### config.mk
export PLATFORM = sky130hd
export DESIGN_NAME = alu_arbiter
export DESIGN_NICKNAME = d
export VERILOG_FILES = /design/src/rtl/alu_pkg.sv /design/src/rtl/alu_arbiter_rr_arbiter.sv /design/src/rtl/alu_arbiter.sv
export SDC_FILE = /design/constraint.sdc
export NUM_CORES = 1
export LEC_CHECK = 0
export ABC_AREA = 1
export BUFFER_PORTS_ARGS = -buffer_cell sky130_fd_sc_hd__buf_4
export CAP_MARGIN = 20
export CORE_MARGIN = 2
export CORE_UTILIZATION = 44
export DETAILED_ROUTE_END_ITERATION = 12
export GPL_TIMING_DRIVEN = 0
export PLACE_DENSITY = 0.82
export SYNTH_ARGS = -nofsm -noshare
export SYNTH_HDL_FRONTEND = slang
export SYNTH_SLANG_ARGS = --single-unit
### constraint.sdc
create_clock -name clk -period 2.2 [get_ports clk]
set_input_delay 0.44 -clock clk [delete_from_list [all_inputs] [get_ports clk]]
set_output_delay 0.44 -clock clk [all_outputs]
set_load 0.03 [all_outputs]
### src/rtl/alu_pkg.sv
// -----------------------------------------------------------------------------
// alu_pkg
// Shared definitions for the ALU arbiter slice: ALU opcode encodings, the
// ALU pipeline depth, and the tag carried alongside each op while the ALU
// computes its result.
// -----------------------------------------------------------------------------
package alu_pkg;

    localparam logic [3:0] OP_ADD  = 4'd0;
    localparam logic [3:0] OP_SUB  = 4'd1;
    localparam logic [3:0] OP_INC  = 4'd2;
    localparam logic [3:0] OP_DEC  = 4'd3;
    localparam logic [3:0] OP_MUL  = 4'd4;
    localparam logic [3:0] OP_DIV  = 4'd5;
    localparam logic [3:0] OP_AND  = 4'd6;
    localparam logic [3:0] OP_OR   = 4'd7;
    localparam logic [3:0] OP_XOR  = 4'd8;
    localparam logic [3:0] OP_NAND = 4'd9;
    localparam logic [3:0] OP_NOR  = 4'd10;
    localparam logic [3:0] OP_XNOR = 4'd11;
    localparam logic [3:0] OP_SHL  = 4'd12;
    localparam logic [3:0] OP_SHR  = 4'd13;
    localparam logic [3:0] OP_RROT = 4'd14;
    localparam logic [3:0] OP_LROT = 4'd15;

    localparam int ALU_LAT = 2;

    // Tag ids are sized for the largest supported requester count (8).
    localparam int TAG_ID_W = 3;

    typedef struct packed {
        logic                valid;
        logic [TAG_ID_W-1:0] id;
        logic                div0;
    } tag_t;

    // A divide whose divisor is zero never reaches the ALU as such.
    function automatic logic is_div0(input logic [3:0] op, input logic [7:0] b);
        return (op == OP_DIV) && (b == 8'd0);
    endfunction

endpackage

### src/rtl/alu_arbiter_rr_arbiter.sv
// -----------------------------------------------------------------------------
// rr_arbiter
// Combinational round-robin picker. The search starts just above the
// pointer and wraps, so the requester granted last has lowest priority.
// Ports:
//   req     - request vector, one bit per requester
//   pointer - id of the most recent winner (register kept by the parent)
//   grant   - one-hot grant, all zero when nothing requests
//   winner  - encoded id of the granted requester (0 when none)
//   any     - some requester was granted
// -----------------------------------------------------------------------------
module rr_arbiter #(
    parameter  int NREQ = 4,
    localparam int ID_W = $clog2(NREQ)
) (
    input  logic [NREQ-1:0] req,
    input  logic [ID_W-1:0] pointer,
    output logic [NREQ-1:0] grant,
    output logic [ID_W-1:0] winner,
    output logic            any
);

    // Two passes: first the ids above the pointer, then the wrapped-around
    // ids up to and including the pointer itself.
    always_comb begin
        grant  = '0;
        winner = '0;
        any    = 1'b0;
        for (int i = 0; i < NREQ; i++) begin
            if (!any && req[i] && (i > int'(pointer))) begin
                any      = 1'b1;
                grant[i] = 1'b1;
                winner   = ID_W'(i);
            end
        end
        for (int i = 0; i < NREQ; i++) begin
            if (!any && req[i] && (i <= int'(pointer))) begin
                any      = 1'b1;
                grant[i] = 1'b1;
                winner   = ID_W'(i);
            end
        end
    end

endmodule

### src/rtl/alu_arbiter.sv
// -----------------------------------------------------------------------------
// alu_arbiter
// Shares one pipelined 8-bit ALU among NREQ requesters. At most one op is
// accepted per cycle (round-robin); its operands are registered onto the ALU
// inputs and a tag follows the op down a shift register so the result can
// be steered back to its originator ALU_LAT+1 cycles after acceptance.
// Ports:
//   clk, en                 - clock; en is the asynchronous active-high reset
//   req_valid/ready         - per-requester handshake, ready is one-hot
//   req_a/req_b/req_op      - packed per-requester operands and opcode
//   alu_a/alu_b/alu_s       - registered ALU inputs
//   alu_y/carry/zero        - ALU outputs, valid ALU_LAT edges after inputs
//   rsp_valid/y/carry/zero  - one-hot response strobe and result
//   rsp_err                 - op was a divide by zero
//   ops_issued              - saturating count of accepted ops
// -----------------------------------------------------------------------------
module alu_arbiter #(
    parameter int NREQ    = 4,
    parameter int ALU_LAT = 2,
    parameter int CNT_W   = 16
) (
    input  logic               clk,
    input  logic               en,
    input  logic [NREQ-1:0]    req_valid,
    output logic [NREQ-1:0]    req_ready,
    input  logic [NREQ*8-1:0]  req_a,
    input  logic [NREQ*8-1:0]  req_b,
    input  logic [NREQ*4-1:0]  req_op,
    output logic [7:0]         alu_a,
    output logic [7:0]         alu_b,
    output logic [3:0]         alu_s,
    input  logic [15:0]        alu_y,
    input  logic               alu_carry,
    input  logic               alu_zero,
    output logic [NREQ-1:0]    rsp_valid,
    output logic [15:0]        rsp_y,
    output logic               rsp_carry,
    output logic               rsp_zero,
    output logic               rsp_err,
    output logic [CNT_W-1:0]   ops_issued
);

    import alu_pkg::*;

    localparam int              ID_W    = $clog2(NREQ);
    localparam int              NSTG    = ALU_LAT + 1;
    localparam logic [CNT_W-1:0] CNT_MAX = '1;

    logic [ID_W-1:0] rr_ptr;
    logic [NREQ-1:0] grant;
    logic [ID_W-1:0] winner;
    logic            any_grant;

    logic [7:0]      win_a;
    logic [7:0]      win_b;
    logic [3:0]      win_op;
    logic            win_div0;

    tag_t            tag_pipe [NSTG];
    tag_t            tag_last;

    rr_arbiter #(.NREQ(NREQ)) u_rr (
        .req     (req_valid),
        .pointer (rr_ptr),
        .grant   (grant),
        .winner  (winner),
        .any     (any_grant)
    );

    assign req_ready = grant;

    // Select the granted requester's operands; the grant is one-hot so an
    // OR-style mux is enough.
    always_comb begin
        win_a  = '0;
        win_b  = '0;
        win_op = '0;
        for (int i = 0; i < NREQ; i++) begin
            if (grant[i]) begin
                win_a  = req_a[8*i +: 8];
                win_b  = req_b[8*i +: 8];
                win_op = req_op[4*i +: 4];
            end
        end
        win_div0 = is_div0(win_op, win_b);
    end

    // Issue stage: ALU input registers, RR pointer, tag shift register and
    // the op counter. A divide by zero is sent with b=1 so the ALU never
    // sees a zero divisor; its result is discarded on the way back. Idle
    // cycles drive zeros so the ALU inputs are always defined.
    always_ff @(posedge clk or posedge en) begin
        if (en) begin
            alu_a      <= '0;
            alu_b      <= '0;
            alu_s      <= '0;
            rr_ptr     <= ID_W'(NREQ - 1);
            ops_issued <= '0;
            for (int i = 0; i < NSTG; i++) begin
                tag_pipe[i] <= '0;
            end
        end else begin
            tag_pipe[0].valid <= any_grant;
            tag_pipe[0].id    <= TAG_ID_W'(winner);
            tag_pipe[0].div0  <= any_grant && win_div0;
            for (int i = 1; i < NSTG; i++) begin
                tag_pipe[i] <= tag_pipe[i-1];
            end
            if (any_grant) begin
                alu_a  <= win_a;
                alu_b  <= win_div0 ? 8'd1 : win_b;
                alu_s  <= win_op;
                rr_ptr <= winner;
                if (ops_issued != CNT_MAX) begin
                    ops_issued <= ops_issued + CNT_W'(1);
                end
            end else begin
                alu_a <= '0;
                alu_b <= '0;
                alu_s <= '0;
            end
        end
    end

    assign tag_last = tag_pipe[NSTG-1];

    // The oldest tag lines up with the ALU output; steer the result to the
    // tagged requester, forcing the divide-by-zero response.
    always_comb begin
        rsp_valid = '0;
        rsp_y     = '0;
        rsp_carry = 1'b0;
        rsp_zero  = 1'b0;
        rsp_err   = 1'b0;
        if (tag_last.valid) begin
            for (int i = 0; i < NREQ; i++) begin
                rsp_valid[i] = (tag_last.id == TAG_ID_W'(i));
            end
            if (tag_last.div0) begin
                rsp_err = 1'b1;
            end else begin
                rsp_y     = alu_y;
                rsp_carry = alu_carry;
                rsp_zero  = alu_zero;
            end
        end
    end

endmodule

==> summary.md <==
| Metric | Value |
|---|---|
| Number of max-cap violations | `0` |
| Hold Violations, Final | `0` |
| H-tree depth | `2` |
| Final WS setup | `3.26 ps` |
| Data arrival, critical path | `1760 ps` |
| Post-synthesis sequential area ratio | `0.439` |
| Commonest cells after routing, fill and taps aside | `178 x buf_4, 101 x nand2_1, 54 x inv_1` |
| Worst R2R Path Depth | `13` |
| Die height | `84.6 um` |
| Drt via density | `4.62` |
| Leading area contributor after synthesis | `dfrtp_1` |
| Tmin final | `2200 ps` |
| Status | `complete, no violations` |
| RR Endpoint | `alu_b[0]` |
| Initial antenna violation count | `0` |
| # rows | `29` |
| Fill cells | `525` |
| Area delta synth->final | `56.2%` |
| Leak Pwr | `2.54 nW` |
| Iter 0 DRT Violations | `88` |
| FF+latch area | `1250 um^2` |
| Die Wd | `84.6 um` |
| Final net count | `656` |
| Starting Density | `0.452` |
| Setup violations, final | `0` |
| DR WL/cell | `12.0 um` |
| Multi-input logic area | `1330 um^2` |
| First-pass iteration count of the detailed router | `4` |
| CTS tree | `built` |
| Setup tns final | `0 ps` |
| Post-Syn Area per Cell | `7.78 um^2` |
| #FFs+latches synth | `50` |
| Clock-pin slew on the worst setup and hold paths | `90 ps` |
| Warnings from Yosys | `0` |
| Area of the core | `6310 um^2` |
| Peak supply drop | `0.000941 V` |
| Post-route DRC violation count | `0` |
| Worst Max-Slew Pin Slew | `311 ps` |
| Crit start category | `flip-flop` |
| Area share of the leading cell type in the synthesized netlist | `0.421` |
| Clk sinks | `50` |
| Cell Count, Final, Fillers Out | `629` |
| Clk Latency, worst-skew pair | `300 ps` |
| Clk root buf | `clkbuf_8` |
| Pwr dens | `1120 nW/um^2` |
| Commonest non-fill, non-tap cell in the layout | `buf_4` |
| Via count | `2905` |
| Slew HR | `0.792` |
| RR Startpoint | `rr_ptr[1]` |
| Post-DP HPWL | `6000 um` |
| Largest net degree at the start of global routing | `42` |
| Ports | `167` |
| Die area | `7150 um^2` |
| Max Root-Sink Buffers | `2` |
| R2r setup slk | `170 ps` |
| Mapped Nets | `472` |
| Synthesized area | `2860 um^2` |
| Min-Delay Path Class | `in -> async` |
| Inserted Clock Buffers | `5` |
| Placed insts | `611` |
| Number of global-route vias before repair | `2760` |
| Top fanout value on the critical path | `6` |
| WS Path Type | `reg -> out` |
| WP data required | `1760 ps` |
| RSZ-0062 raised after global routing | `yes` |
| Pre-CTS setup slack | `165 ps` |
| Period utilization | `0.999` |
| Critical Path Sink Type | `primary output` |
| Layout cells sized above 1 | `0.422` |
| GRT Total Usage | `0.207` |
| Max Clk Rate | `455 MHz` |
| Synth area leaders | `dfrtp_1 42%, nand2_1 13%, inv_1 7.4%` |
| Cell variety after synth | `34` |
| Final slew viol count | `0` |
| Min Hold Slack | `63.3 ps` |
| Post-DRT Antenna Nets | `0` |
| First-pass GRT wire length | `12100 um` |
| Final core utilization | `0.707` |
| Port bufs | `166` |
| Final WL | `7540 um` |
| Final GP Congestion | `0.840` |
| Post-route clock skew | `10.5 ps` |
| Post-synthesis instance total | `367` |
| Gr ovfl total | `0` |
| ANT cells | `0` |
[flip-flops by register name (all words and copies together), names as in the netlist]
signal      cells
ops_issued     16
alu_a           8
alu_b           8
tag_pipe        8
alu_s           4
tag_last        4
rr_ptr          2
[area by class of cell]
cell class	count	share of cell area
well taps	77	0.0216
clock inverters	3	0.00982
multi-input cells	246	0.298
inverters	61	0.0513
flip-flops and latches	50	0.281
clock buffers	5	0.0154
plain buffers	8	0.0165
repair buffers	179	0.306
[critical path: stages, from the launching register on]
cell	delay [ps]
dfstp_2	600
nor2_2	70
nand2_4	110
nand3_4	100
nor2_4	150
nand3_2	100
nand2_4	100
buf_8	110
buf_6	120
[kinds of logic after synthesis]
logic type                 after synthesis  share of synthesized area
DFF                                     50                      0.439
AOI/OAI and AO/OA                       37                     0.0837
xor gates and xnor gates                15                     0.0460
and+or+nand+nor                        193                      0.320
adders and majority gates                1                    0.00438
buffers and inverters                   71                      0.106
[worst max-delay path by stage]
| stage | from | to | slack, ps |
|---|---|---|---|
| finish | rr_ptr[1] | req_ready[2] | 3 |
| detailed placement | rr_ptr[1] | req_ready[3] | 170 |
| floorplan | tag_last[4] | rsp_y[10] | 300 |
| global placement | en | alu_b[7] | -80 |
| CTS | rr_ptr[1] | req_ready[3] | -50 |
| global route | rr_ptr[1] | req_ready[2] | -90 |
[timing repair]
action	in CTS	in global routing
setup endpoints to repair	13	14
resized for setup	9	6
pin swaps	1	9
setup buffers	1	11
hold buffers	0	0
[cell usage after synthesis]
library cell and number:
clkbuf_1 2, o21ai_1 8, nor2_1 45, nand2_2 2, nand2_1 101, nand4_4 2
a21oi_1 9, nor2_4 1, a31oi_1 1, nor2_2 7, nor3_1 6, nand3_2 3
a41oi_4 1, dfrtp_1 48, nor4_1 3, inv_1 56, buf_4 1, xnor2_1 5
o21ai_0 8, o21bai_2 1, nand2_4 8, nor3_2 1, nand4_1 4, nand3_1 8
or2_2 1, dfstp_2 2, inv_2 5, a31o_1 1, ha_1 1, xor2_1 10
a21boi_0 8, and2_1 1, buf_6 4, buf_2 3
[report_power, final]
part | internal, mW | switching (mW)
clock | 0.341 | 0.305
sequential | 1.27 | 0.202
combinational | 1.14 | 1.76
[per-layer routing]
metal	GRT usage	wire, um
met5	0	0
met4	0.0519	94
met3	0.0541	677
met2	0.364	3700
met1	0.252	3060
[stage by stage]
step | instance area (um^2) | power (mW)
final | 4460 | 5.01
after global routing | 4460 | 5.33
after CTS | 4370 | 4.93
after detailed placement | 4220 | 4.23
after global placement | 4200 | 4.17
after floorplan | 2860 | 3.23
(Power assumes the default switching activity.)
